--- src/rtl/stg_xt_seq_pkg.sv ---
`default_nettype none
// +--------------------------------------------------------------------------+
// | stg_xt_seq_pkg : sizes, opcode/subop/register indices, micro-op packers  |
// | Rev 1.0                                                                  |
// +--------------------------------------------------------------------------+
package stg_xt_seq_pkg;

    localparam int XT_DATA_W  = 24;
    localparam int XT_ADDR_W  = 24;
    localparam int XT_MAX_SEQ = 8;

    typedef logic [XT_DATA_W-1:0] xt_word_t;

    // Layout: [23:20] opclass, [19:16] subop, [15:12] ra, [11:8] rb, [7:0] imm
    localparam logic [3:0] OPC_NOP = 4'h0;
    localparam logic [3:0] OPC_ALU = 4'h1;
    localparam logic [3:0] OPC_SR  = 4'h2;
    localparam logic [3:0] OPC_JCC = 4'h3;
    localparam logic [3:0] OPC_MAC = 4'h4;

    localparam logic [3:0] ALU_SUB_MAX = 4'h7;

    localparam logic [3:0] SR_SUBSI  = 4'h0;
    localparam logic [3:0] SR_STSO   = 4'h1;
    localparam logic [3:0] SR_MOVUR  = 4'h2;
    localparam logic [3:0] SR_LDSO   = 4'h3;
    localparam logic [3:0] SR_JCCSO  = 4'h4;
    localparam logic [3:0] SR_MOVAUR = 4'h5;
    localparam logic [3:0] SR_ADDSI  = 4'h6;

    localparam logic [3:0] JCC_UR = 4'h0;
    localparam logic [3:0] JCC_SI = 4'h1;

    localparam logic [3:0] MAC_JSRUR   = 4'h0;
    localparam logic [3:0] MAC_BSR     = 4'h1;
    localparam logic [3:0] MAC_RET     = 4'h2;
    localparam logic [3:0] MAC_PUSHUR  = 4'h3;
    localparam logic [3:0] MAC_POPUR   = 4'h4;
    localparam logic [3:0] MAC_PUSHAUR = 4'h5;
    localparam logic [3:0] MAC_SETSSP  = 4'h6;
    localparam logic [3:0] MAC_BTP     = 4'h7;

    localparam logic [3:0] REG_NONE = 4'h0;
    localparam logic [3:0] REG_PC   = 4'hD;
    localparam logic [3:0] REG_LR   = 4'hE;
    localparam logic [3:0] REG_SSP  = 4'hF;
    localparam logic [3:0] CC_AL    = 4'h7;

    localparam xt_word_t XT_NOP = '0;

    typedef enum logic [0:0] {
        XT_IDLE = 1'b0,
        XT_BUSY = 1'b1
    } xt_state_e;

    function automatic xt_word_t pack_rri(input logic [3:0] opc, input logic [3:0] sub,
                                          input logic [3:0] ra, input logic [3:0] rb,
                                          input logic [7:0] imm);
        return {opc, sub, ra, rb, imm};
    endfunction

    function automatic xt_word_t pack_rr(input logic [3:0] opc, input logic [3:0] sub,
                                         input logic [3:0] ra, input logic [3:0] rb);
        return pack_rri(opc, sub, ra, rb, 8'h00);
    endfunction

    function automatic xt_word_t pack_ri(input logic [3:0] opc, input logic [3:0] sub,
                                         input logic [3:0] ra, input logic [7:0] imm);
        return pack_rri(opc, sub, ra, REG_NONE, imm);
    endfunction

endpackage
`default_nettype wire

--- src/rtl/stg_xt_seq_xt_expand.sv ---
`default_nettype none
// +--------------------------------------------------------------------------+
// | stg_xt_seq_xt_expand : combinational macro-op -> micro-op list expander  |
// | Rev 1.0                                                                  |
// +--------------------------------------------------------------------------+
module stg_xt_seq_xt_expand
    import stg_xt_seq_pkg::*;
#(
    parameter int DATA_W  = XT_DATA_W,
    parameter int MAX_SEQ = XT_MAX_SEQ
) (
    input  logic [DATA_W-1:0]                instr_i,
    output logic [$clog2(MAX_SEQ):0]         len_o,
    output logic [MAX_SEQ-1:0][DATA_W-1:0]   list_o,
    output logic                             illegal_o
);

    localparam int IDX_W = $clog2(MAX_SEQ);

    xt_word_t   w;
    logic [3:0] opc;
    logic [3:0] sub;
    logic [3:0] ra;
    logic [3:0] rb;
    logic [7:0] imm;

    assign w   = XT_DATA_W'(instr_i);
    assign opc = w[23:20];
    assign sub = w[19:16];
    assign ra  = w[15:12];
    assign rb  = w[11:8];
    assign imm = w[7:0];

    function automatic logic [DATA_W-1:0] uop(input xt_word_t x);
        return DATA_W'(x);
    endfunction

    // Illegal encodings leave len=1 with a NOP in slot 0, so len>1 never flags illegal.
    always_comb begin
        len_o     = (IDX_W+1)'(1);
        list_o    = '0;
        illegal_o = 1'b0;
        case (opc)
            OPC_NOP: begin
                if (sub == 4'h0) list_o[0] = instr_i;
                else             illegal_o = 1'b1;
            end
            OPC_ALU: begin
                if (sub <= ALU_SUB_MAX) list_o[0] = instr_i;
                else                    illegal_o = 1'b1;
            end
            OPC_SR: begin
                if (sub <= SR_ADDSI) list_o[0] = instr_i;
                else                 illegal_o = 1'b1;
            end
            OPC_JCC: begin
                if (sub <= JCC_SI) list_o[0] = instr_i;
                else               illegal_o = 1'b1;
            end
            OPC_MAC: begin
                case (sub)
                    MAC_JSRUR, MAC_BSR: begin
                        len_o     = (IDX_W+1)'(4);
                        list_o[0] = uop(pack_ri(OPC_SR, SR_SUBSI, REG_SSP, 8'h02));
                        list_o[1] = uop(pack_rr(OPC_SR, SR_STSO, REG_SSP, REG_LR));
                        list_o[2] = uop(pack_rr(OPC_SR, SR_MOVUR, REG_LR, REG_PC));
                        list_o[3] = (sub == MAC_JSRUR) ? uop(pack_rr(OPC_JCC, JCC_UR, ra, CC_AL))
                                                       : uop(pack_rri(OPC_JCC, JCC_SI, REG_PC, CC_AL, imm));
                    end
                    MAC_RET: begin
                        len_o     = (IDX_W+1)'(3);
                        list_o[0] = uop(pack_ri(OPC_SR, SR_ADDSI, REG_SSP, 8'h02));
                        list_o[1] = uop(pack_rri(OPC_SR, SR_LDSO, REG_LR, REG_SSP, 8'hFE));
                        list_o[2] = uop(pack_rr(OPC_SR, SR_JCCSO, REG_LR, CC_AL));
                    end
                    MAC_PUSHUR: begin
                        len_o     = (IDX_W+1)'(3);
                        list_o[0] = uop(pack_ri(OPC_SR, SR_SUBSI, REG_SSP, 8'h02));
                        list_o[1] = uop(pack_rri(OPC_SR, SR_STSO, REG_SSP, ra, 8'h00));
                        list_o[2] = uop(pack_rri(OPC_SR, SR_STSO, REG_SSP, rb, 8'h01));
                    end
                    MAC_POPUR: begin
                        len_o     = (IDX_W+1)'(2);
                        list_o[0] = uop(pack_rr(OPC_SR, SR_LDSO, ra, REG_SSP));
                        list_o[1] = uop(pack_ri(OPC_SR, SR_ADDSI, REG_SSP, 8'h01));
                    end
                    MAC_PUSHAUR: begin
                        len_o     = (IDX_W+1)'(2);
                        list_o[0] = uop(pack_ri(OPC_SR, SR_SUBSI, REG_SSP, 8'h01));
                        list_o[1] = uop(pack_rr(OPC_SR, SR_STSO, REG_SSP, ra));
                    end
                    MAC_SETSSP: list_o[0] = uop(pack_rr(OPC_SR, SR_MOVAUR, REG_SSP, ra));
                    MAC_BTP:    list_o[0] = uop(XT_NOP);
                    default:    illegal_o = 1'b1;
                endcase
            end
            default: illegal_o = 1'b1;
        endcase
    end

endmodule
`default_nettype wire

--- src/rtl/stg_xt_seq.sv ---
`default_nettype none
// +--------------------------------------------------------------------------+
// | stg_xt_seq : translate stage sequencing macro ops into tagged micro-ops  |
// | Rev 1.0                                                                  |
// +--------------------------------------------------------------------------+
module stg_xt_seq
    import stg_xt_seq_pkg::*;
#(
    parameter int DATA_W  = XT_DATA_W,
    parameter int ADDR_W  = XT_ADDR_W,
    parameter int MAX_SEQ = XT_MAX_SEQ
) (
    input  logic                        iw_clk,
    input  logic                        iw_rst,
    input  logic [ADDR_W-1:0]           iw_pc,
    input  logic [DATA_W-1:0]           iw_instr,
    input  logic                        iw_valid,
    input  logic                        iw_flush,
    input  logic                        iw_stall,
    output logic [ADDR_W-1:0]           ow_pc,
    output logic [DATA_W-1:0]           ow_instr,
    output logic                        ow_valid,
    output logic                        ow_first,
    output logic                        ow_last,
    output logic [$clog2(MAX_SEQ)-1:0]  ow_uidx,
    output logic                        ow_illegal,
    output logic                        ow_hold_if
);

    localparam int             IDX_W = $clog2(MAX_SEQ);
    localparam logic [IDX_W:0] ONE   = (IDX_W+1)'(1);

    xt_state_e                      state_q;
    logic [IDX_W:0]                 idx_q;
    logic [IDX_W:0]                 cnt_q;
    logic [IDX_W:0]                 idx_d;
    logic [MAX_SEQ-1:0][DATA_W-1:0] list_q;
    logic [ADDR_W-1:0]              pc_hold_q;

    logic [ADDR_W-1:0]              pc_q;
    logic [DATA_W-1:0]              instr_q;
    logic                           valid_q;
    logic                           first_q;
    logic                           last_q;
    logic [IDX_W-1:0]               uidx_q;
    logic                           illegal_q;

    logic [IDX_W:0]                 exp_len;
    logic [MAX_SEQ-1:0][DATA_W-1:0] exp_list;
    logic                           exp_illegal;
    logic                           seq_more;

    stg_xt_seq_xt_expand #(
        .DATA_W  (DATA_W),
        .MAX_SEQ (MAX_SEQ)
    ) u_xt_expand (
        .instr_i   (iw_instr),
        .len_o     (exp_len),
        .list_o    (exp_list),
        .illegal_o (exp_illegal)
    );

    assign idx_d    = idx_q + ONE;
    assign seq_more = idx_d < cnt_q;

    // Drops as the last uop is emitted so fetch advances on that same edge.
    assign ow_hold_if = ((state_q == XT_IDLE) && iw_valid && (exp_len > ONE))
                      || ((state_q == XT_BUSY) && seq_more)
                      || iw_stall;

    always_ff @(posedge iw_clk or posedge iw_rst) begin
        if (iw_rst) begin
            state_q   <= XT_IDLE;
            idx_q     <= '0;
            cnt_q     <= '0;
            list_q    <= '0;
            pc_hold_q <= '0;
            pc_q      <= '0;
            instr_q   <= '0;
            valid_q   <= 1'b0;
            first_q   <= 1'b0;
            last_q    <= 1'b0;
            uidx_q    <= '0;
            illegal_q <= 1'b0;
        end else if (iw_flush) begin
            state_q   <= XT_IDLE;
            idx_q     <= '0;
            cnt_q     <= '0;
            pc_q      <= '0;
            instr_q   <= '0;
            valid_q   <= 1'b0;
            first_q   <= 1'b0;
            last_q    <= 1'b0;
            uidx_q    <= '0;
            illegal_q <= 1'b0;
        end else if (!iw_stall) begin
            unique case (state_q)
                XT_IDLE: begin
                    pc_q   <= iw_pc;
                    uidx_q <= '0;
                    if (!iw_valid) begin
                        valid_q   <= 1'b0;
                        instr_q   <= DATA_W'(XT_NOP);
                        first_q   <= 1'b0;
                        last_q    <= 1'b0;
                        illegal_q <= 1'b0;
                    end else if (exp_illegal || (exp_len == '0)) begin
                        valid_q   <= 1'b1;
                        instr_q   <= DATA_W'(XT_NOP);
                        first_q   <= 1'b1;
                        last_q    <= 1'b1;
                        illegal_q <= 1'b1;
                    end else begin
                        valid_q   <= 1'b1;
                        instr_q   <= exp_list[0];
                        first_q   <= 1'b1;
                        illegal_q <= 1'b0;
                        if (exp_len == ONE) begin
                            last_q <= 1'b1;
                        end else begin
                            last_q    <= 1'b0;
                            list_q    <= exp_list;
                            cnt_q     <= exp_len;
                            idx_q     <= ONE;
                            pc_hold_q <= iw_pc;
                            state_q   <= XT_BUSY;
                        end
                    end
                end
                XT_BUSY: begin
                    valid_q   <= 1'b1;
                    pc_q      <= pc_hold_q;
                    instr_q   <= list_q[idx_q[IDX_W-1:0]];
                    uidx_q    <= idx_q[IDX_W-1:0];
                    first_q   <= 1'b0;
                    last_q    <= !seq_more;
                    illegal_q <= 1'b0;
                    if (seq_more) idx_q <= idx_d;
                    else          state_q <= XT_IDLE;
                end
                default: state_q <= XT_IDLE;
            endcase
        end
    end

    assign ow_pc      = pc_q;
    assign ow_instr   = instr_q;
    assign ow_valid   = valid_q;
    assign ow_first   = first_q;
    assign ow_last    = last_q;
    assign ow_uidx    = uidx_q;
    assign ow_illegal = illegal_q;

endmodule
`default_nettype wire
--- config.mk ---
export PLATFORM = sky130hd
export DESIGN_NAME = stg_xt_seq
export DESIGN_NICKNAME = d
export VERILOG_FILES = /design/src/rtl/stg_xt_seq_pkg.sv /design/src/rtl/stg_xt_seq_xt_expand.sv /design/src/rtl/stg_xt_seq.sv
export SDC_FILE = /design/constraint.sdc
export NUM_CORES = 1
export LEC_CHECK = 0
export BUFFER_PORTS_ARGS = -buffer_cell sky130_fd_sc_hd__buf_4
export CELL_PAD_IN_SITES_DETAIL_PLACEMENT = 0
export CELL_PAD_IN_SITES_GLOBAL_PLACEMENT = 1
export CORE_MARGIN = 1
export CORE_UTILIZATION = 48
export CTS_BUF_LIST = sky130_fd_sc_hd__clkbuf_8 sky130_fd_sc_hd__clkbuf_16
export DETAILED_ROUTE_END_ITERATION = 6
export GPL_TIMING_DRIVEN = 0
export HOLD_SLACK_MARGIN = 0.15
export PLACE_DENSITY = 0.83
export SETUP_SLACK_MARGIN = 0.5
export SLEW_MARGIN = 20
export SYNTH_ARGS = -nofsm -noshare
export SYNTH_HDL_FRONTEND = slang
export SYNTH_SLANG_ARGS = --single-unit
export TNS_END_PERCENT = 10
--- constraint.sdc ---
create_clock -name iw_clk -period 9.3 [get_ports iw_clk]
set_input_delay 0 -clock iw_clk [delete_from_list [all_inputs] [get_ports iw_clk]]
set_output_delay 0 -clock iw_clk [all_outputs]
set_load 0.05 [all_outputs]
* Word level (Yosys, flattened, before mapping)
Index checks and enable logic that the tools add are counted.
Widths: inputs -> output; s select.
** Cells by class
- Bitwise operators :: 5
- $add $sub $neg :: 1
- Shift-type cells :: 0
- Mux-type cells :: 70
- $lt $le $gt $ge :: 6
- Div/mod/pow operators :: 0
- Multipliers :: 0
- Reduce and logical (&&, ||, !) cells :: 20
- Equal/unequal tests :: 20
** Operator list (number)
- $mux 24 :: 12
- $pmux 24 s5 :: 1
- $pmux 22 s5 :: 1
- $pmux 24 s2 :: 2
- $pmux 22 s4 :: 1
- $bmux 24 s3 :: 1
- $mux 72 :: 1
- $pmux 22 s3 :: 1
- $mux 4 :: 13
- $mux 1 :: 25
- $eq 4x3->1 const B :: 5
- $mux 17 :: 1
- $eq 4x2->1 const B :: 4
- $eq 4x1->1 const B :: 3
- $logic_not 4->1 :: 3
- $pmux 1 s2 :: 5
- $reduce_and 5->1 :: 2
- $ne 3x3->1 const B :: 3
- $pmux 3 s3 :: 1
- $le 4x3->1 const B :: 2
- $ne 2x2->1 const B :: 4
- $pmux 4 s2 :: 1
- $reduce_or 2->1 :: 4
- $reduce_or 8->1 :: 1
- 16 further kinds :: 25
** Storage, ports and cells
- Bits of input ports :: 53
- Word-level logic and storage cells :: 137
- Bits in read-only memories :: 0
- Memories kept :: 0
- Latch bits :: 0
- Register bits after elaboration :: 184
- Bits in writable memories :: 0
- Output and inout port bits :: 56

* Longest topological paths before layout
- Word-level depth :: 11
- Depth in mapped cells :: 8

* By module
Synthesis repeated with hierarchy kept, for this count alone.
** Unflattened totals
- Cell total of the unflattened synthesis :: 1236
- Area total of the unflattened synthesis :: 14614.0 sq um
** By module, submodules not included
- stg_xt_seq :: area each 12667.1 sq um, cells each 938, sequential area each 7006.7 sq um, times used 1
- stg_xt_seq_xt_expand :: area each 1946.9 sq um, cells each 298, sequential area each 0.0 sq um, times used 1

* Worst setup path before layout
OpenSTA, ideal clock, no wires.
- Path kind :: register to output
- Start point :: register idx_q[0]
- End point :: output ow_hold_if
- Arrival :: 2.209 ns
- Setup slack :: 7.091 ns
- Cell stages (with the launch flop) :: 8
- Path through :: dfrtp_1 > ha_1 > ha_1 > a21boi_0 > o21a_1 > or3_1 > o21ai_1 > nand2b_1
** On the way
- Word-level cells in the longest chain between the ends :: 5
** RTL lines
- from (decl) :: line stg_xt_seq.sv:34 : logic [IDX_W:0] idx_q;
- from (signal assigned) :: line stg_xt_seq.sv:138 : if (seq_more) idx_q <= idx_d;
- $add 4x1->4 :: line stg_xt_seq.sv:63 : assign idx_d = idx_q + ONE;
- $lt 4x4->1 :: line stg_xt_seq.sv:64 : assign seq_more = idx_d < cnt_q;
- $logic_and 1x1->1 :: line stg_xt_seq.sv:68 : || ((state_q == XT_BUSY) && seq_more)
- $logic_or 1x1->1 :: line stg_xt_seq.sv:68
- $logic_or 1x1->1 :: line stg_xt_seq.sv:69 : || iw_stall;
- to (decl) :: line stg_xt_seq.sv:27 : output logic ow_hold_if
No other way between the ends.

* Final worst setup path
- Start point :: register state_q
- End point :: register list_q[84] (netlist name)
** On the way
- Word-level cells in the longest chain between the ends :: 2
** RTL lines
- from (decl) :: line stg_xt_seq.sv:33 : xt_state_e state_q;
- from (signal assigned) :: line stg_xt_seq.sv:73 : state_q <= XT_IDLE;
- from (signal assigned) :: line stg_xt_seq.sv:86 : state_q <= XT_IDLE;
- from (signal assigned) :: line stg_xt_seq.sv:126 : state_q <= XT_BUSY;
- $not 1->1 (no source line)
- $reduce_and 6->1 (no source line)
- to (signal assigned) :: line stg_xt_seq.sv:122 : list_q <= exp_list;
- to (decl) :: line stg_xt_seq.sv:37 : logic [MAX_SEQ-1:0][DATA_W-1:0] list_q;
No other way between the ends.
A chain may end at the register's enable or synchronous reset.

==> impl_metrics.ini <==
[worst_setup_path]
required_ns = 9.61
start_kind = flop
arrival_ns = 3.12
cp-end-kind = flop
crit_type = flop to flop
cp_max_fo = 10

[layout]
n_antenna_cell = 0
nNetsFinal = 917
area_growth_syn_to_layout_pct = 30.9
layout.cells.non_filler = 1054
post_route_cells_drive_above_1_share = 0.236
utilization = 0.651

[die]
io_pins = 109
die_area_um2 = 15000
die_h_um = 123
initial_core_util = 0.497
core_area_um2 = 14000
die_w_um = 123
fp-row-count = 43

[synthesis]
synth_largest_area_cell = dfrtp_1
synth_common_cells = 142 x dfrtp_1, 82 x nor2_1, 67 x a21oi_1, 52 x nand2_1, 45 x o21ai_0
synth_top_area_frac = 0.509
yosys-top-cells-area = dfrtp_1 51%, a21oi_1 4.8%, nor2_1 4.4%
synth-async-reset-ratio = 1.00
yosysMostFrequentCell = dfrtp_1
netlist_instances = 685
synth_seq_area_share = 0.509
synth_edf_count = 0
synth-seq-cells = 142
yosysWarnings = 0
avgSynthCellArea_um2 = 10.2
synth_cell_types = 59
dominantRegCellSynth = dfrtp_1
synth_nets = 741
netlist_area_um2 = 6980

[placed_design]
place_hpwl_um = 14200
place_worst_setup_slack_ns = 6.94
dp_cells = 971
port_buffers = 105
gp_congestion = 0.881

[clocking]
clock_path_buffers = 2
post_cts_buffers = 0
clock_sinks = 142
insertion_delay_ns = 0.42
cts_max_level = 4
clockRootBuffer = clkbuf_16
cts_tree = yes
cts_resized = 0
path_clk_slew_ns = 0.06
numCtsBuffers = 17

[power]
switchingPower_uw = 386
seqPwrFrac = 0.431
pwr-share-clk = 0.456
power_density_nw_per_um2 = 165
switching_share = 0.255
combPwrFrac = 0.113
ir_drop_v = 0.000117
p_leak_nw = 4.20
p_int_mw = 1.13

[route]
post-route-drc-count = 1
ant_nets = 0
dr_total_vias = 6109
drt_iter0_drc = 399
first_pass_iters = 7
routed_wl_um = 20200
wl_per_cell_um = 19.1
routed_via_density = 5.80

[timing]
setup_viol = 0
slew-limit-headroom = 0.430
drv_slew = 0
finalHoldViolCount = 0
fin_setup_tns_ns = 0
timing.fmax_mhz = 355
worst_pin_slew_ns = 0.848
hold_slack_ns = 0.148
final.setup.worst_slack_ns = 6.49
fin_crit_sh = 0.303
period_minus_slack_ns = 2.81
rsz0062_at_grt = false
skew_ns = 0.00568

[global_routing]
overflow = 0
antenna_found_initial = 0
track_usage = 0.289
grt_pass1_vias = 6155
grt_pass1_wl_um = 32600
grt_max_degree = 81

[min_path]
min_path_type = primary input to async pin

[status]
violations = design-rule violations
status = complete, but fails checks

[flow_run]
cap_violations = 0
[stage by stage]
step / power [mW] / area [µm²]
2_1_floorplan: 0.754 / 6980
4_1_cts: 1.52 / 9140
3_5_place_dp: 0.816 / 8030
5_1_grt: 1.56 / 9140
3_3_place_gp: 0.810 / 8000
6_report: 1.51 / 9140
[critical path: stages, from the launching register on]
cell and delay [ns]:
dfrtp_1 0.36, buf_2 0.17, nor4b_4 0.50, nand3_2 0.25, a21o_1 0.32, buf_6 0.19
buf_2 0.20, nand2_1 0.08, o21ai_0 0.07, dlygate4sd3_1 0.56
[layer usage]
metal | share of wire | wire [µm] | track usage
met5 | 0 | 0 | 0
met4 | 0.026 | 524 | 0.130
met3 | 0.072 | 1460 | 0.0869
met2 | 0.47 | 9470 | 0.450
met1 | 0.43 | 8710 | 0.372
[state kept, by name (all words and copies together), names as in the netlist]
register	cells
ow_pc	24
idx_q	4
ow_first	1
ow_last	1
ow_valid	1
ow_uidx	3
list_q	55
ow_instr	24
cnt_q	3
ow_illegal	1
pc_hold_q	24
state_q	1
[repair_timing]
action / CTS / global route
hold buffers: 51 / 0
endpoints found under the hold margin: 239 / 0
endpoints found under the setup margin: 0 / 0
[final timing paths]
path,startpoint,end,slack (ns),cells past startpoint
max in group asynchronous,iw_rst,list_q[42],8.39,4
setup / recovery,state_q,list_q[84],6.49,9
setup reg to reg,state_q,list_q[84],6.49,9
min in group iw_clk,iw_stall,idx_q[0],0.17,3
hold reg to reg,list_q[56],list_q[56],0.47,2
hold / removal,iw_rst,pc_hold_q[21],0.15,3
[cell type report]
| cell class | instances | area (µm²) |
|---|---|---|
| Inverter | 13 | 56.3 |
| Tap cell | 180 | 225 |
| Timing Repair Buffer | 157 | 1330 |
| Clock buffer | 17 | 425 |
| Fill cell | 1126 | 4900 |
| Sequential cell | 142 | 3550 |
| Multi-Input combinational cell | 479 | 3160 |
| Clock inverter | 15 | 171 |
| Buffer | 51 | 219 |
[cells in the final DEF, fill, tap and decap left out, types with 14 or more instances in the layout]
cell type,instances
a21oi_1,67
a22o_1,14
buf_4,106
clkbuf_1,30
clkbuf_16,17
dfrtp_1,142
dlygate4sd3_1,51
mux2_2,25
mux2i_1,27
nand2_1,52
nand2b_1,15
nor2_1,82
o21ai_0,45
[cells by family (layout without fill, tap and decap cells)]
group                    Yosys count  in the layout  synth area share
AO/OA/AOI/OAI                    197            197             0.183
XOR/XNOR                           2              2           0.00251
adder cells (fa/ha/maj)            3              3           0.00538
buffers and inverters             64            253            0.0383
flip-flops                       142            142             0.509
multiplexers                      62             62             0.111
AND/OR/NAND/NOR                  215            215             0.150
[power by group through the flow]
stage | clock network, mW | registers, mW | logic, mW
2_1_floorplan | 0 | 0.685 | 0.0690
3_3_place_gp | 0 | 0.662 | 0.148
3_5_place_dp | 0 | 0.663 | 0.153
4_1_cts | 0.698 | 0.652 | 0.171
5_1_grt | 0.723 | 0.654 | 0.186
6_report | 0.689 | 0.652 | 0.171
No activity file was read; power rests on OpenSTA's default activity.
